**src/rtl/dmem_arbiter_if.sv**
```systemverilog
// Bus bundle shared by the two requesters, the dmem_arbiter and Data_Memory.
// The slave modport is the arbiter's view; master is the requester/memory side.
interface dmem_arbiter_if #(
  parameter int unsigned ADDR_W = 32,
  parameter int unsigned DATA_W = 32
);
  logic              m0_req;
  logic              m0_we;
  logic              m0_lock;
  logic [ADDR_W-1:0] m0_addr;
  logic [DATA_W-1:0] m0_wdata;
  logic              m0_gnt;
  logic              m0_rvalid;
  logic [DATA_W-1:0] m0_rdata;

  logic              m1_req;
  logic              m1_we;
  logic              m1_lock;
  logic [ADDR_W-1:0] m1_addr;
  logic [DATA_W-1:0] m1_wdata;
  logic              m1_gnt;
  logic              m1_rvalid;
  logic [DATA_W-1:0] m1_rdata;

  logic              MemRW;
  logic [ADDR_W-1:0] addr;
  logic [DATA_W-1:0] dataW;
  logic [DATA_W-1:0] dataR;

  modport slave (
    input  m0_req, m0_we, m0_lock, m0_addr, m0_wdata,
    output m0_gnt, m0_rvalid, m0_rdata,
    input  m1_req, m1_we, m1_lock, m1_addr, m1_wdata,
    output m1_gnt, m1_rvalid, m1_rdata,
    output MemRW, addr, dataW,
    input  dataR
  );

  modport master (
    output m0_req, m0_we, m0_lock, m0_addr, m0_wdata,
    input  m0_gnt, m0_rvalid, m0_rdata,
    output m1_req, m1_we, m1_lock, m1_addr, m1_wdata,
    input  m1_gnt, m1_rvalid, m1_rdata,
    input  MemRW, addr, dataW,
    output dataR
  );
endinterface

```
**src/rtl/dmem_arbiter.sv**
```systemverilog
// Two-master arbiter for the single-port Data_Memory with optional ownership lock.
// Define DMEM_ARB_RR_EN for round-robin conflict resolution; default is fixed priority to m0.
module dmem_arbiter #(
  parameter int unsigned ADDR_W = 32,
  parameter int unsigned DATA_W = 32
) (
  input logic           clk,
  input logic           rst,
  dmem_arbiter_if.slave arb_io
);

  typedef enum logic [1:0] {StIdle, StLock0, StLock1} state_e;

  state_e            state_q;
  logic              last_gnt_q;
  logic              gnt0, gnt1;
  logic              pick1;
  logic              rvalid0_q, rvalid1_q;
  logic [DATA_W-1:0] rdata0_q, rdata1_q;
  logic              mem_we;
  logic [ADDR_W-1:0] mem_addr;
  logic [DATA_W-1:0] mem_wdata;

  // Winner of a simultaneous request while idle.
`ifdef DMEM_ARB_RR_EN
  assign pick1 = ~last_gnt_q;
`else
  assign pick1 = 1'b0;
`endif

  always_comb begin
    gnt0 = 1'b0;
    gnt1 = 1'b0;
    if (!rst) begin
      unique case (state_q)
        StIdle: begin
          if (arb_io.m0_req && arb_io.m1_req) begin
            gnt0 = ~pick1;
            gnt1 = pick1;
          end else begin
            gnt0 = arb_io.m0_req;
            gnt1 = arb_io.m1_req;
          end
        end
        StLock0: gnt0 = arb_io.m0_req;
        StLock1: gnt1 = arb_io.m1_req;
        default: ;
      endcase
    end
  end

  always_comb begin
    mem_we    = 1'b0;
    mem_addr  = '0;
    mem_wdata = '0;
    if (gnt0) begin
      mem_we    = arb_io.m0_we;
      mem_addr  = arb_io.m0_addr;
      mem_wdata = arb_io.m0_wdata;
    end else if (gnt1) begin
      mem_we    = arb_io.m1_we;
      mem_addr  = arb_io.m1_addr;
      mem_wdata = arb_io.m1_wdata;
    end
  end

  always_ff @(posedge clk) begin
    if (rst) begin
      state_q    <= StIdle;
      last_gnt_q <= 1'b1;
      rvalid0_q  <= 1'b0;
      rvalid1_q  <= 1'b0;
      rdata0_q   <= '0;
      rdata1_q   <= '0;
    end else begin
      rvalid0_q <= gnt0 & ~arb_io.m0_we;
      rvalid1_q <= gnt1 & ~arb_io.m1_we;
      if (gnt0 && !arb_io.m0_we) rdata0_q <= arb_io.dataR;
      if (gnt1 && !arb_io.m1_we) rdata1_q <= arb_io.dataR;
      if (gnt0) begin
        last_gnt_q <= 1'b0;
      end else if (gnt1) begin
        last_gnt_q <= 1'b1;
      end
      // A lock survives only while its owner keeps being granted with lock set.
      unique case (state_q)
        StIdle: begin
          if (gnt0 && arb_io.m0_lock) begin
            state_q <= StLock0;
          end else if (gnt1 && arb_io.m1_lock) begin
            state_q <= StLock1;
          end
        end
        StLock0: if (!(gnt0 && arb_io.m0_lock)) state_q <= StIdle;
        StLock1: if (!(gnt1 && arb_io.m1_lock)) state_q <= StIdle;
        default: state_q <= StIdle;
      endcase
    end
  end

  assign arb_io.m0_gnt    = gnt0;
  assign arb_io.m1_gnt    = gnt1;
  // Hide a read return that lands in a reset cycle.
  assign arb_io.m0_rvalid = rvalid0_q & ~rst;
  assign arb_io.m1_rvalid = rvalid1_q & ~rst;
  assign arb_io.m0_rdata  = rdata0_q;
  assign arb_io.m1_rdata  = rdata1_q;
  assign arb_io.MemRW     = mem_we;
  assign arb_io.addr      = mem_addr;
  assign arb_io.dataW     = mem_wdata;

endmodule

```
**src/flat_wrapper.sv**
```systemverilog
// flat-port wrapper written by rule: the top's interface ports become plain ports
module dmem_arbiter_flat 
#(
  parameter int unsigned ADDR_W = 32,
  parameter int unsigned DATA_W = 32
)
  (clk, rst, arb_io_m0_req, arb_io_m0_we, arb_io_m0_lock, arb_io_m0_addr, arb_io_m0_wdata, arb_io_m0_gnt, arb_io_m0_rvalid, arb_io_m0_rdata, arb_io_m1_req, arb_io_m1_we, arb_io_m1_lock, arb_io_m1_addr, arb_io_m1_wdata, arb_io_m1_gnt, arb_io_m1_rvalid, arb_io_m1_rdata, arb_io_MemRW, arb_io_addr, arb_io_dataW, arb_io_dataR);
  dmem_arbiter_if #(.ADDR_W(ADDR_W), .DATA_W(DATA_W)) arb_io_i ();
  input logic clk;
  input logic rst;
  input wire logic [$bits(arb_io_i.m0_req)-1:0] arb_io_m0_req;
  input wire logic [$bits(arb_io_i.m0_we)-1:0] arb_io_m0_we;
  input wire logic [$bits(arb_io_i.m0_lock)-1:0] arb_io_m0_lock;
  input wire logic [$bits(arb_io_i.m0_addr)-1:0] arb_io_m0_addr;
  input wire logic [$bits(arb_io_i.m0_wdata)-1:0] arb_io_m0_wdata;
  output wire logic [$bits(arb_io_i.m0_gnt)-1:0] arb_io_m0_gnt;
  output wire logic [$bits(arb_io_i.m0_rvalid)-1:0] arb_io_m0_rvalid;
  output wire logic [$bits(arb_io_i.m0_rdata)-1:0] arb_io_m0_rdata;
  input wire logic [$bits(arb_io_i.m1_req)-1:0] arb_io_m1_req;
  input wire logic [$bits(arb_io_i.m1_we)-1:0] arb_io_m1_we;
  input wire logic [$bits(arb_io_i.m1_lock)-1:0] arb_io_m1_lock;
  input wire logic [$bits(arb_io_i.m1_addr)-1:0] arb_io_m1_addr;
  input wire logic [$bits(arb_io_i.m1_wdata)-1:0] arb_io_m1_wdata;
  output wire logic [$bits(arb_io_i.m1_gnt)-1:0] arb_io_m1_gnt;
  output wire logic [$bits(arb_io_i.m1_rvalid)-1:0] arb_io_m1_rvalid;
  output wire logic [$bits(arb_io_i.m1_rdata)-1:0] arb_io_m1_rdata;
  output wire logic [$bits(arb_io_i.MemRW)-1:0] arb_io_MemRW;
  output wire logic [$bits(arb_io_i.addr)-1:0] arb_io_addr;
  output wire logic [$bits(arb_io_i.dataW)-1:0] arb_io_dataW;
  input wire logic [$bits(arb_io_i.dataR)-1:0] arb_io_dataR;
  assign arb_io_i.m0_req = arb_io_m0_req;
  assign arb_io_i.m0_we = arb_io_m0_we;
  assign arb_io_i.m0_lock = arb_io_m0_lock;
  assign arb_io_i.m0_addr = arb_io_m0_addr;
  assign arb_io_i.m0_wdata = arb_io_m0_wdata;
  assign arb_io_m0_gnt = arb_io_i.m0_gnt;
  assign arb_io_m0_rvalid = arb_io_i.m0_rvalid;
  assign arb_io_m0_rdata = arb_io_i.m0_rdata;
  assign arb_io_i.m1_req = arb_io_m1_req;
  assign arb_io_i.m1_we = arb_io_m1_we;
  assign arb_io_i.m1_lock = arb_io_m1_lock;
  assign arb_io_i.m1_addr = arb_io_m1_addr;
  assign arb_io_i.m1_wdata = arb_io_m1_wdata;
  assign arb_io_m1_gnt = arb_io_i.m1_gnt;
  assign arb_io_m1_rvalid = arb_io_i.m1_rvalid;
  assign arb_io_m1_rdata = arb_io_i.m1_rdata;
  assign arb_io_MemRW = arb_io_i.MemRW;
  assign arb_io_addr = arb_io_i.addr;
  assign arb_io_dataW = arb_io_i.dataW;
  assign arb_io_i.dataR = arb_io_dataR;
  dmem_arbiter #(.ADDR_W(ADDR_W), .DATA_W(DATA_W)) u_core (.clk(clk), .rst(rst), .arb_io(arb_io_i));
endmodule
```
**config.mk**
```make
export PLATFORM = sky130hd
export DESIGN_NAME = dmem_arbiter_flat
export DESIGN_NICKNAME = d
export VERILOG_FILES = /design/src/rtl/dmem_arbiter_if.sv /design/src/rtl/dmem_arbiter.sv /design/src/flat_wrapper.sv
export SDC_FILE = /design/constraint.sdc
export NUM_CORES = 1
export LEC_CHECK = 0
export BUFFER_PORTS_ARGS = -buffer_cell sky130_fd_sc_hd__buf_2
export CAP_MARGIN = 20
export CORE_AREA = 2 2 115 117
export CTS_BUF_LIST = sky130_fd_sc_hd__clkbuf_4
export CTS_CLUSTER_DIAMETER = 200
export DETAILED_ROUTE_END_ITERATION = 7
export DIE_AREA = 0 0 117 119
export PLACE_DENSITY = 0.56
export SLEW_MARGIN = 20
export SYNTH_ARGS = -nofsm -noshare
export SYNTH_HDL_FRONTEND = slang
export SYNTH_SLANG_ARGS = --single-unit
```
**constraint.sdc**
```tcl
create_clock -name clk -period 1.8 [get_ports clk]
set_clock_uncertainty 0.2 [all_clocks]
set_input_delay 0.09 -clock clk [delete_from_list [all_inputs] [get_ports clk]]
set_output_delay 0.09 -clock clk [all_outputs]
set_load 0.02 [all_outputs]
```
# Word-level counts from Yosys, hierarchy flattened
# Cells that the tools add are included.
classes:
  n_reduce_logical: 9
  n_eq_ne: 5
  mux: 17
  bitwise_logic: 7
ops:
  columns: ["cell", "count"]
  rows:
  - ["32-bit 2-to-1 mux", 4]
  - ["2-bit 2-to-1 mux", 4]
  - ["1-bit 2-to-1 mux", 6]
  - ["2-bit case mux with 3 select lines", 1]
  - ["1-bit logical AND", 5]
  - ["1-bit bitwise AND", 4]
  - ["2-bit != test (second input constant)", 2]
  - ["1-bit case mux with 2 select lines", 2]
  - ["3-bit by 1-bit != test with 1-bit output (second input constant)", 1]
  - ["1-bit NOT", 3]
  - ["3-bit AND reduction", 1]
  - ["2-bit by 1-bit equality test with 1-bit output (second input constant)", 1]
  - ["2-bit equality test (second input constant)", 1]
  - ["1-bit logical NOT", 2]
  - ["2-bit logical NOT", 1]
word_totals:
  word_cells: 43
  inputBits: 168
  reg_bits: 68

# Longest topological paths before layout
logic_depth:
  word_depth: 8
  mapped_depth: 6
  ltp_nobuf: 3

# Worst setup path before layout
# OpenSTA, ideal clock, no wires.
synth_timing:
  path_kind: "reg-to-output"
  start: "register u_core.state_q[1]"
  end: "output arb_io_dataW[22]"
  path_slack_ns: 0.068
  t_arrival_ns: 1.442
  path_stages_with_launch: 6
  required_ns: 1.510
  cell_sequence: "dfxtp_1 > nand2b_1 > clkbuf_1 > nor2_1 > clkbuf_1 > a22o_1"
synth_between:
  word_cells_on_any_way: 9
  classes_between: "eq/ne (2); mux (6); reduce/logical (1)"
synth_rtl:
  columns: ["element", "line", "text"]
  rows:
  - ["from (decl)", "dmem_arbiter.sv:14", "state_e state_q;"]
  - ["from (signal assigned)", "dmem_arbiter.sv:69", "state_q <= StIdle;"]
  - ["from (signal assigned)", "dmem_arbiter.sv:89", "state_q <= StLock0;"]
  - ["from (signal assigned)", "dmem_arbiter.sv:91", "state_q <= StLock1;"]
  - ["2-bit by 1-bit equality test with 1-bit output / 2-bit logical NOT (equally long branches)", "dmem_arbiter.sv:35", "unique case (state_q)"]
  - ["1-bit case mux with 2 select lines *", "dmem_arbiter.sv:35", null]
  - ["1-bit 2-to-1 mux *", "dmem_arbiter.sv:34", "if (!rst) begin"]
  - ["net arb_io_m0_gnt", "flat_wrapper.sv:16", "output wire logic [$bits(arb_io_i.m0_gnt)-1:0] arb_io_m0_gnt;"]
  - ["32-bit 2-to-1 mux *", "dmem_arbiter.sv:56", "if (gnt0) begin"]
  - ["to (decl)", "flat_wrapper.sv:29", "output wire logic [$bits(arb_io_i.dataW)-1:0] arb_io_dataW;"]
# The timed path passes the listed nets; every way through them passes the cells marked *.

# Final worst setup path
layout_timing:
  start: "register u_core.state_q[1]"
  end: "output arb_io_addr[20]"
layout_between:
  elab_chain_len: 5
  word_cells_on_any_way: 9
  classes_between: "eq/ne (2); mux (6); reduce/logical (1)"
layout_lines:
  columns: ["element", "line", "text"]
  rows:
  - ["2-bit equality test / 2-bit logical NOT (equally long branches)", "dmem_arbiter.sv:35", null]
  - ["1-bit case mux with 2 select lines", "dmem_arbiter.sv:35", null]
  - ["1-bit 2-to-1 mux", "dmem_arbiter.sv:34", null]
  - ["32-bit 2-to-1 mux", "dmem_arbiter.sv:60", "end else if (gnt1) begin"]
  - ["32-bit 2-to-1 mux *", "dmem_arbiter.sv:56", null]
  - ["to (decl)", "flat_wrapper.sv:28", "output wire logic [$bits(arb_io_i.addr)-1:0] arb_io_addr;"]
# Every way passes the cells marked *; elsewhere a longest branch is shown, timed or not.

==> metrics.txt <==
status finished, violations left; failing checks setup timing; power per cell area 648 nW/um^2; pre-CTS WS -0.0274 ns; Placement Rows 42; CP endpoint kind output port; Cell Area, Synth 3070 sq um; Worst setup SP type register; register area share after synthesis 44.4%; TritonCTS Sinks 68; gr ovfl total 0; drt via density 4.67; Worst Reg2Reg Path Length in Cells 5; CTS clk-pin slew, worst paths 0.12 ns; Finished Layout Cells 893; dpl cells 828; Leak 3.02 nW; Final Slew Violations 0; CTS HTree Levels 3; met1 Use GR 26.4%; clk root buf clkbuf_4; Antenna Nets Post-Route 0; CP startpoint u_core.state_q[1]$_SDFFE_PP0P_; top cell type by total area after synthesis dfxtp_1; Die H 119 um; first-pass GRT wire length 23,600 um; crit path kind reg -> out; min Tclk post-route 2.14 ns; min-delay worst type in -> reg; syn_nets 544; Die ar. 13,900 sq um; GP Congestion 0.967; setup TNS -16.42 ns; Synth top area share 44.4%; IO Count 301; drt pass-1 iters 4; CP Max Fanout 7; Max Cap Viol 0; library cells used by synthesis 16; DR vias 4,173; Die X 117 um; most frequent cells in the layout buf_2, nand2_1, buf_6; most common cell after layout, fill and taps aside buf_2; slew margin rel. 80.9%; Iteration-0 DRC Markers 283; Worst-Margin Slew 0.287 ns; Detail Placement HPWL 13,200 um; DRC viols 0; fin worst setup slack -0.335 ns; reg2reg end u_core.arb_io.m1_rdata[11]$_SDFFE_PP0P_; Required @ worst endpoint 1.51 ns; M3 GR Usage 6.97%; Wirelength per Cell 19.3 um; M2 GR Usage 41.1%; Core Area 12,900 sq um; Starting Density 23.8%; Fmax 468 MHz; Synth warnings 0; worst r2r src u_core.state_q[1]$_SDFFE_PP0P_; Synth area leaders dfxtp_1, a22o_1, nand2_1; hold slack 0.0309 ns; TritonCTS clock tree yes; WL final 17,200 um; Final setup viols 65; global routing's busiest layer met2; Yosys reg bits 68; Worst Setup EP arb_io_addr[20]; post-synthesis cell count 376; vias in the first global route 4,091; Worst Path Arrival 1.85 ns; R2R setup slack 0.16 ns; fin util 47.6%; Tot GR Track Use 23.2%; PortBufs 300; antenna violations before repair 2; Post-Syn Area per Cell 8.15 sq um; final hold vios 0; pin count of the biggest net entering global routing 66; area grow syn2layout 100%; Num CTS Buffers 9; deepest clock path buffer count 2; RSZ-0062 raised after global routing yes; nets@finish 879; proportion of layout cells with a drive suffix above 1 51.1%; Final Cycle Share 119%; Max VDD drop 0.443 mV; worst skew pair latency 0.42 ns
final cells by class:
type | count | area, sq um
Sequential cell | 68 | 1370
Clock buffer | 9 | 67.6
Clock inverter | 7 | 91.3
Tap cell | 176 | 220
Inverter | 1 | 3.75
Fill cell | 1254 | 6740
Timing Repair Buffer | 363 | 2690
Antenna cell | 1 | 2.50
Multi-Input combinational cell | 268 | 1690
metrics by stage:
stage / instance area (sq um) / power (mW)
after global placement: 4800 / 2.57
final: 6130 / 3.98
after floorplan: 3070 / 2.10
after CTS: 5910 / 3.95
after global routing: 6130 / 4.16
after detailed placement: 4800 / 2.57
layer usage:
metal | share of wire [%] | wire [um]
met1 | 39 | 6720
met2 | 51 | 8870
met3 | 8.2 | 1410
met4 | 1.4 | 244
met5 | 0 | 0
sequential cells by signal (all words and copies together) (netlist names):
name and count:
u_core.arb_io.m1_rdata 32, u_core.rvalid1_q 1, u_core.rvalid0_q 1, u_core.state_q 2
u_core.arb_io.m0_rdata 32
Yosys cell counts:
library cell,number
dfxtp_1,68
nand2b_1,1
o21ai_1,64
nor4b_2,2
and2_1,2
clkbuf_1,17
buf_4,6
nor2_1,1
inv_1,1
and3_1,1
a22o_1,65
buf_2,16
nand3_1,32
nor4b_4,1
nor2b_1,3
nand2_1,96
critical path, stage by stage (launching register included):
cell,delay (ns)
dfxtp_4,0.38
nor2b_4,0.05
nor4b_4,0.25
buf_6,0.20
buf_12,0.13
clkbuf_16,0.14
a22o_1,0.16
buf_6,0.12
worst min-delay path by stage:
| stage | startpoint | endpoint | slack (ns) | depth (start not counted) |
|---|---|---|---|---|
| detailed placement | arb_io_dataR[9] | u_core.arb_io.m0_rdata[9]$_SDFFE_PP0P_ | 0.11 | 3 |
| floorplan | arb_io_dataR[0] | u_core.arb_io.m0_rdata[0]$_SDFFE_PP0P_ | 0.005 | 2 |
| finish | arb_io_m0_req | u_core.arb_io.m1_rdata[12]$_SDFFE_PP0P_ | 0.03 | 5 |
| global placement | arb_io_m1_lock | u_core.state_q[1]$_SDFFE_PP0P_ | 0.11 | 2 |
| CTS | arb_io_m1_req | u_core.arb_io.m1_rdata[12]$_SDFFE_PP0P_ | 0.02 | 5 |
| global route | arb_io_m0_req | u_core.arb_io.m1_rdata[19]$_SDFFE_PP0P_ | 0.02 | 5 |
logic make-up after synthesis:
group | count (synthesis) | share of synthesized area [%]
compound gates | 129 | 29.0
flops | 68 | 44.4
simple gates | 139 | 20.3
buf+inv | 40 | 6.29
repair_timing:
item	CTS	global route
hold endpoints to repair	67	0
buffers inserted	5	2
endpoints found under the setup margin	87	87
cloned	3	2
hold buffers	38	0
pin swaps	14	20
resized for setup	126	40
report_power, final:
group | switching [mW] | total [mW] | internal (mW)
Sequential | 0.0353 | 1.61 | 1.57
Combinational | 0.631 | 1.23 | 0.600
Clock | 0.580 | 1.14 | 0.558
Total | 1.25 | 3.98 | 2.73
(Power assumes the default switching activity.)
